`src/rtl/collision_detect_pkg.sv`:
```
// Shared slot-bus layout, object type codes and scan FSM encodings for collision_detect.
// The dodge-score option is selected elsewhere with the COLLISION_SCORE_EN macro.
`ifndef CD_STATE_MACROS
`define CD_STATE_MACROS
`define cd_S_LATCH  2'd0
`define cd_S_SCAN   2'd1
`define cd_S_COMMIT 2'd2
`endif

package collision_detect_pkg;
    localparam int COORD_LEN = 8;
    localparam int TYPE_LEN  = 2;

    typedef logic [COORD_LEN-1:0] coord_t;

    // Packed LSB-first on the bus: type, x, y, width, height.
    typedef struct packed {
        coord_t              h;
        coord_t              w;
        coord_t              y;
        coord_t              x;
        logic [TYPE_LEN-1:0] kind;
    } slot_t;

    localparam int DATALEN   = $bits(slot_t);
    localparam int DATACOUNT = 5;

    localparam logic [TYPE_LEN-1:0] ENEMYTYPE  = 2'd1;
    localparam logic [TYPE_LEN-1:0] PLAYERTYPE = 2'd2;

    typedef enum logic [1:0] {
        S_LATCH  = `cd_S_LATCH,
        S_SCAN   = `cd_S_SCAN,
        S_COMMIT = `cd_S_COMMIT
    } state_t;
endpackage

```
`src/rtl/collision_detect_box_overlap.sv`:
```
// Combinational half-open box intersection test; sums are one bit wider than the
// coordinates so edges near the top of the field never wrap.
module box_overlap
    import collision_detect_pkg::*;
(
    input  logic [COORD_LEN-1:0] ax,
    input  logic [COORD_LEN-1:0] ay,
    input  logic [COORD_LEN-1:0] aw,
    input  logic [COORD_LEN-1:0] ah,
    input  logic [COORD_LEN-1:0] bx,
    input  logic [COORD_LEN-1:0] by,
    input  logic [COORD_LEN-1:0] bw,
    input  logic [COORD_LEN-1:0] bh,
    output logic                 overlap
);
    logic [COORD_LEN:0] a_right, a_bottom, b_right, b_bottom;
    logic               non_empty;

    always_comb begin
        a_right   = {1'b0, ax} + {1'b0, aw};
        a_bottom  = {1'b0, ay} + {1'b0, ah};
        b_right   = {1'b0, bx} + {1'b0, bw};
        b_bottom  = {1'b0, by} + {1'b0, bh};
        // A degenerate box would otherwise slip through when it sits strictly inside the other.
        non_empty = (aw != '0) && (ah != '0) && (bw != '0) && (bh != '0);
        overlap   = non_empty
                  && ({1'b0, bx} < a_right)  && ({1'b0, ax} < b_right)
                  && ({1'b0, by} < a_bottom) && ({1'b0, ay} < b_bottom);
    end
endmodule

```
`src/rtl/collision_detect.sv`:
```
// Scans the enemy slots of the gamedata bus one per clk3 against a latched player box,
// raising a sticky gameover; define COLLISION_SCORE_EN to enable the dodge score counter.
module collision_detect
    import collision_detect_pkg::*;
#(
    parameter int SLOTS  = DATACOUNT - 1,
    parameter int IDXW   = 4,
    parameter int SCOREW = 14
) (
    input  logic                         clk3,
    input  logic                         reset,
    input  logic                         pause,
    input  logic [DATALEN*(SLOTS+1)-1:0] gamedata,
    output logic                         gameover,
    output logic [IDXW-1:0]              hit_slot,
    output logic [SCOREW-1:0]            score,
    output logic                         pass_done
);
    slot_t slots [SLOTS+1];

    genvar gi;
    generate
        for (gi = 0; gi <= SLOTS; gi++) begin : g_slot
            assign slots[gi] = slot_t'(gamedata[gi*DATALEN +: DATALEN]);
        end
    endgenerate

    state_t          state_q, state_d;
    logic [IDXW-1:0] idx_q, idx_d;
    logic [IDXW-1:0] first_hit_q, first_hit_d;
    logic [IDXW-1:0] hit_slot_q, hit_slot_d;
    logic            frame_hit_q, frame_hit_d;
    logic            gameover_q, gameover_d;
    logic            player_valid_q, player_valid_d;
    coord_t          px_q, py_q, pw_q, ph_q;
    coord_t          px_d, py_d, pw_d, ph_d;
    slot_t           cur_slot;
    logic            overlap_w;
    logic            hit_now;

    always_comb begin
        cur_slot = '0;
        for (int i = 0; i < SLOTS; i++) begin
            if (idx_q == IDXW'(i)) cur_slot = slots[i];
        end
    end

    box_overlap u_overlap (
        .ax(px_q), .ay(py_q), .aw(pw_q), .ah(ph_q),
        .bx(cur_slot.x), .by(cur_slot.y), .bw(cur_slot.w), .bh(cur_slot.h),
        .overlap(overlap_w)
    );

    assign hit_now = (cur_slot.kind == ENEMYTYPE) && player_valid_q && overlap_w;

    always_comb begin
        state_d        = state_q;
        idx_d          = idx_q;
        first_hit_d    = first_hit_q;
        hit_slot_d     = hit_slot_q;
        frame_hit_d    = frame_hit_q;
        gameover_d     = gameover_q;
        player_valid_d = player_valid_q;
        px_d = px_q;
        py_d = py_q;
        pw_d = pw_q;
        ph_d = ph_q;
        if (!pause) begin
            case (state_q)
                S_LATCH: begin
                    px_d           = slots[SLOTS].x;
                    py_d           = slots[SLOTS].y;
                    pw_d           = slots[SLOTS].w;
                    ph_d           = slots[SLOTS].h;
                    player_valid_d = (slots[SLOTS].kind == PLAYERTYPE);
                    idx_d          = '0;
                    state_d        = S_SCAN;
                end
                S_SCAN: begin
                    if (hit_now && !frame_hit_q) begin
                        frame_hit_d = 1'b1;
                        first_hit_d = idx_q;
                    end
                    idx_d = idx_q + 1'b1;
                    if (idx_q == IDXW'(SLOTS - 1)) state_d = S_COMMIT;
                end
                S_COMMIT: begin
                    if (frame_hit_q && !gameover_q) begin
                        gameover_d = 1'b1;
                        hit_slot_d = first_hit_q;
                    end
                    frame_hit_d = 1'b0;
                    state_d     = S_LATCH;
                end
                default: state_d = S_LATCH;
            endcase
        end
    end

    always_ff @(posedge clk3 or negedge reset) begin
        if (!reset) begin
            state_q        <= S_LATCH;
            idx_q          <= '0;
            first_hit_q    <= '0;
            hit_slot_q     <= '0;
            frame_hit_q    <= 1'b0;
            gameover_q     <= 1'b0;
            player_valid_q <= 1'b0;
            px_q <= '0;
            py_q <= '0;
            pw_q <= '0;
            ph_q <= '0;
        end else begin
            state_q        <= state_d;
            idx_q          <= idx_d;
            first_hit_q    <= first_hit_d;
            hit_slot_q     <= hit_slot_d;
            frame_hit_q    <= frame_hit_d;
            gameover_q     <= gameover_d;
            player_valid_q <= player_valid_d;
            px_q <= px_d;
            py_q <= py_d;
            pw_q <= pw_d;
            ph_q <= ph_d;
        end
    end

    assign gameover  = gameover_q;
    assign hit_slot  = hit_slot_q;
    assign pass_done = (state_q == S_COMMIT) && !pause;

`ifdef COLLISION_SCORE_EN
    logic [SLOTS-1:0]   passed_q, passed_d;
    logic [SCOREW-1:0]  score_q, score_d;
    logic [COORD_LEN:0] cur_right;

    always_comb begin
        passed_d  = passed_q;
        score_d   = score_q;
        cur_right = {1'b0, cur_slot.x} + {1'b0, cur_slot.w};
        if (!pause && state_q == S_SCAN) begin
            for (int i = 0; i < SLOTS; i++) begin
                if (idx_q == IDXW'(i)) begin
                    // A slot that is gone or back ahead of the player must be dodged again to score.
                    if (cur_slot.kind != ENEMYTYPE || cur_right > {1'b0, px_q}) begin
                        passed_d[i] = 1'b0;
                    end else if (!passed_q[i] && !hit_now) begin
                        passed_d[i] = 1'b1;
                        if (!gameover_q && score_q != '1) score_d = score_q + 1'b1;
                    end
                end
            end
        end
    end

    always_ff @(posedge clk3 or negedge reset) begin
        if (!reset) begin
            passed_q <= '0;
            score_q  <= '0;
        end else begin
            passed_q <= passed_d;
            score_q  <= score_d;
        end
    end

    assign score = score_q;
`else
    assign score = '0;
`endif
endmodule
```
`config.mk`:
```
export PLATFORM = sky130hd
export DESIGN_NAME = collision_detect
export DESIGN_NICKNAME = d
export VERILOG_FILES = /design/src/rtl/collision_detect_pkg.sv /design/src/rtl/collision_detect_box_overlap.sv /design/src/rtl/collision_detect.sv
export SDC_FILE = /design/constraint.sdc
export NUM_CORES = 1
export LEC_CHECK = 0
export CAP_MARGIN = 5
export CELL_PAD_IN_SITES_DETAIL_PLACEMENT = 1
export CELL_PAD_IN_SITES_GLOBAL_PLACEMENT = 1
export CORE_MARGIN = 5
export CORE_UTILIZATION = 33
export DETAILED_ROUTE_END_ITERATION = 10
export MAX_ROUTING_LAYER = met4
export PLACE_DENSITY_LB_ADDON = 0.1
export SLEW_MARGIN = 10
export SYNTH_ARGS = -nofsm -noshare
export SYNTH_HDL_FRONTEND = slang
export SYNTH_SLANG_ARGS = --single-unit
export TNS_END_PERCENT = 10
```
`constraint.sdc`:
```
create_clock -name clk3 -period 4.8 [get_ports clk3]
set_input_delay 0.48 -clock clk3 [delete_from_list [all_inputs] [get_ports clk3]]
set_output_delay 0.48 -clock clk3 [all_outputs]
set_load 0.02 [all_outputs]
```
# Word-level counts from Yosys, hierarchy flattened
# Cells that the tools add are included.
# word_totals
regBits,49
wordCells,68
ramBits,0
romBits,0
out_inout_bits,20
latchBits,0
mem_count,0
# op_classes
n_lt_le_gt_ge,4
n_shift,0
mul,0
n_div,0
eq_ne,9
n_bitwise,1
add_sub_neg,5
n_reduce_logical,29
n_mux,9
# op_table
operator,n
$mux W34,4
$add A8 B8 Y9,4
$lt A8 B9 Y1,4
$reduce_bool A8 Y1,4
$logic_and A1 B1 Y1,12
$reduce_and A3 Y1,3
$eq A4 B2 Y1 const B,2
$pmux W4 S2,1
$reduce_and A2 Y1,3
$add A4 B1 Y4 const B,1
$eq A2 B1 Y1 const B,2
$eq A2 B2 Y1 const B,2
$eq A4 B1 Y1 const B,1
$logic_not A4 Y1,1
$ne A2 B2 Y1 const B,2
$pmux W2 S2,1
$reduce_bool A2 Y1,2
$logic_not A1 Y1,3
$logic_not A2 Y1,1
$mux W2,1
$pmux W1 S2,1
$mux W1,1
$not A1 Y1,1

# Logic depth before layout (Yosys ltp)
# depth
word_depth,16
depth_mapped,24

# Modules after synthesis
# Synthesis repeated with hierarchy kept, for this count alone.
# hier_totals
hier_cells,541
hier_area_um2,4889.7
# by_module_without_submodules
mod,cells_per_inst,seq_area_each_um2,n_inst,area_per_inst_um2
collision_detect,308,1226.2,1,2992.9
box_overlap,233,0.0,1,1896.8

# Worst setup path before layout
# Ideal clock, no wire load.
# synth_timing
path_kind,reg-to-reg
startpoint,register idx_q[0]
endpoint,register first_hit_q[0]
path_stages_with_launch,25
path_slack_ps,372
period_less_slack_ps,4428
setup_ps,128
arrival_time_ps,4300
path_buffers,3
cell_sequence,dfrtp_1 inv_1 ha_1 nor2b_1 buf_6 and2_1 clkbuf_1 clkbuf_1 a22oi_1 nand2_1 o21ai_0 o21ai_0 ha_1 nor2b_1 o21a_1 o21ai_0 nand2b_1 a21oi_1 xor2_1 ha_1 nor4_1 o21ai_0 a32oi_2 nand4_2 mux2_1
# synth_via
elab_chain_len,15
# synth_rtl
item,line_no,rtl
from (decl),collision_detect.sv:29,"logic [IDXW-1:0] idx_q, idx_d;"
from (signal assigned),collision_detect.sv:115,idx_q <= idx_d;
branches (longest 15 deep; another with $add A8 B8 Y9),n/a,
to (signal assigned),collision_detect.sv:116,first_hit_q <= first_hit_d;
to (decl),collision_detect.sv:30,"logic [IDXW-1:0] first_hit_q, first_hit_d;"
# Several ways; the timed one is not identified.
# A chain may end at the register's enable or synchronous reset.

# Worst setup path after layout
# layout_timing
startpoint,register idx_q[1]
endpoint,register first_hit_q[1]
# Same word-level chain as after synthesis.

==> metrics.txt <==
post-DP HPWL=15400 µm; CP Launch Type=flip-flop; Crit. Startpoint=idx_q[1]$_DFFE_PN0P_; NumNets Final=969; Placeable Area=14600 µm²; Pwr per Cell Area=869 nW/µm²; cts bufs inserted=5; Post-synth EDFFs=0; GPL Wtd Cong=0.877; leading cell types by count after synthesis=ha_1 (64), dfrtp_1 (49), o21ai_0 (45), nand2_1 (44), mux2_2 (38); reg2reg start=idx_q[1]$_DFFE_PN0P_; initial antenna violation count=0; status=completed; clock skew=0.0103 ns; Synth Area in Simple Gates=13.7%; #FFs+latches synth=49; YS warnings=0; # clock sinks=49; clock-pin slew on the worst setup and hold paths=0.07 ns; Die H=133 µm; DR WL met2=8790 µm; Total Wirelength=18100 µm; Crit path required time=4.98 ns; starting density of the core=33.9%; Avg WL per Cell=19.8 µm; max-capacitance violation count=0; FILL cells=1692; final core occ=48.8%; Synth Area in Adders=17.7%; setup ws final=0.196 ns; Crit Path Class=flip-flop to flip-flop; Synth Instances=555; Slew HR=58.4%; top-count cell post-synth=ha_1; DR top layer=met4; first-pass GRT wire length=28800 µm; Iter 0 DRT Violations=193; # diodes=0; post-synthesis xor/xnor area fraction=3.53%; mux contribution to synthesized area=9.07%; CTS tree=done; Via Count=4891; Area Overhead vs Synth=43.8%; Primary FF master, synth=dfrtp_1; Place WS=-0.0394 ns; average size of a mapped cell=8.95 µm²; fraction of layout cells with a size suffix above 1=11.9%; Synth Area in Compound Gates=23.9%; Total Routing Usage GR=20.9%; ANT nets after route=0; GRT Residual Overflow=0; Pins Over Slew Limit=0; Tot Pwr=6200 µW; Inst Count DP=905; Final min period=4.60 ns; area share of the leading cell type in the synthesized netlist=24.7%; chip width=133 µm; Async SR Flop Fraction=100%; post-route cell area=7140 µm²; worst min path class=input pin to async pin; mapped cell area=4970 µm²; biggest area consumer among synthesized cells=dfrtp_1; Final Setup Violations=0; Residual DRC=0; Final Cycle Share=95.9%; 1st-pass router iterations=4; Arr. time, crit path=4.78 ns; final hold violation count=0; FF+latch area=1230 µm²; IO Pins=193; Slew @ Worst Pin=0.624 ns; Netlist cell types=60; IO Port Bufs=178; H-tree level count=2; vias in the first global route=5351; maximum clock path buffer count=2; leakage=0.00309 µW; full die area=17600 µm²; Worst Path Max Fanout=19; area post-placement=6900 µm²; Worst setup EP type=flip-flop; Max Fclk=0.217 GHz; maximum VDD drop=0.371 mV; Seq/Total Area, Yosys=24.7%; top cells by area, synth=dfrtp_1 (25%), ha_1 (16%), mux2_2 (8.6%), o21ai_0 (4.5%), a21oi_1 (3.5%); vias per cell=5.36; Layout Cells excl Fill=913; hold_buf cts=0; WL met3=892 µm; Std-Cell Rows=44; area of the multi-input gates=3500 µm²; latest clock arrival within the worst-skew pair=0.29 ns; CTS root buf=clkbuf_16; largest family of logic cells by synthesized area=compound AO/OA/AOI/OAI gates; largest net degree at the start of global routing=50; M1 WL=8160 µm
final cells by class:
cell class | count | area share, %
multi-input cells | 447 | 49.0
repair buffers | 195 | 26.9
flip-flops and latches | 49 | 17.2
well taps | 184 | 3.22
clock buffers | 6 | 1.94
inverters | 30 | 1.58
clock inverters | 2 | 0.245
metrics by stage:
stage	setup TNS, ns	hold slack [ns]
after floorplan	0	0.184
after CTS	0	0.425
after global routing	-0.187	0.254
final	0	0.197
after global placement	0	0.486
after detailed placement	-0.0678	0.494
registers in the layout (all words and copies together), names as in the netlist:
signal,count
ph_q,8
pw_q,8
px_q,8
py_q,8
first_hit_q,4
hit_slot,4
idx_q,4
state_q,2
frame_hit_q,1
gameover,1
player_valid_q,1
layer usage:
metal  global-route usage [%]  up-vias
li1                         -     2372
met2                     35.5      148
met1                     26.0     2354
met3                     3.99       17
met4                     4.21        0
met5                        -        -
path summary, 6_finish.rpt:
path | cells past startpoint | end | slack (ns)
setup / recovery | 22 | first_hit_q[1]$_DFFE_PN0P_ | 0.20
max in group asynchronous | 1 | idx_q[0]$_DFFE_PN0P_ | 4.15
min in group clk3 | 1 | gameover$_DFFE_PN0P_ | 0.50
setup reg to reg | 22 | first_hit_q[1]$_DFFE_PN0P_ | 0.20
hold reg to reg | 1 | gameover$_DFFE_PN0P_ | 0.50
hold / removal | 1 | ph_q[1]$_DFFE_PN0P_ | 0.20
cells in the final DEF, fill, tap and decap left out, drive strengths merged, types with 10 or more instances in the layout:
cell type      instances
clkdlybuf4s50        177
ha                    64
dfrtp                 49
o21ai                 47
nand2                 44
mux2                  40
a21oi                 35
inv                   31
nor2                  25
a22oi                 23
buf                   18
a221o                 16
conb                  14
nor2b                 13
xnor2                 11
nor3                  11
nand2b                10
cell families (layout without fill, tap and decap cells):
group,count (synthesis),after routing
compound gates,169,169
other cells,1,14
buf+inv,72,233
simple gates,136,136
xor+xnor,20,20
flops,49,49
mux,40,40
fa+ha+maj,68,68
critical path: stages, from the launching register on:
cell,delay (ns)
dfrtp_1,0.43
inv_1,0.12
ha_2,0.23
buf_8,0.18
and2_4,0.23
a22oi_1,0.08
nand2_1,0.06
o21ai_0,0.08
o21ai_0,0.37
buf_4,0.20
ha_1,0.24
o21a_1,0.20
o31a_1,0.11
o21ai_0,0.17
nand2b_1,0.12
xnor2_1,0.14
ha_1,0.29
nand4_1,0.09
o221ai_1,0.21
a21oi_1,0.10
a211o_1,0.31
nand4_4,0.15
mux2_1,0.33
repair_timing:
item,4_1_cts,5_1_grt
resized for setup,3,20
buffers inserted,0,0
pin swaps,0,0
setup endpoints to repair,2,5
power by group:
part	leakage, µW	total, µW	switching, µW	internal [µW]
registers	0.000598	752	182	571
logic	0.00241	5080	2750	2330
clock network	0.0000775	368	158	210
Power figures use the tool's default switching activity.
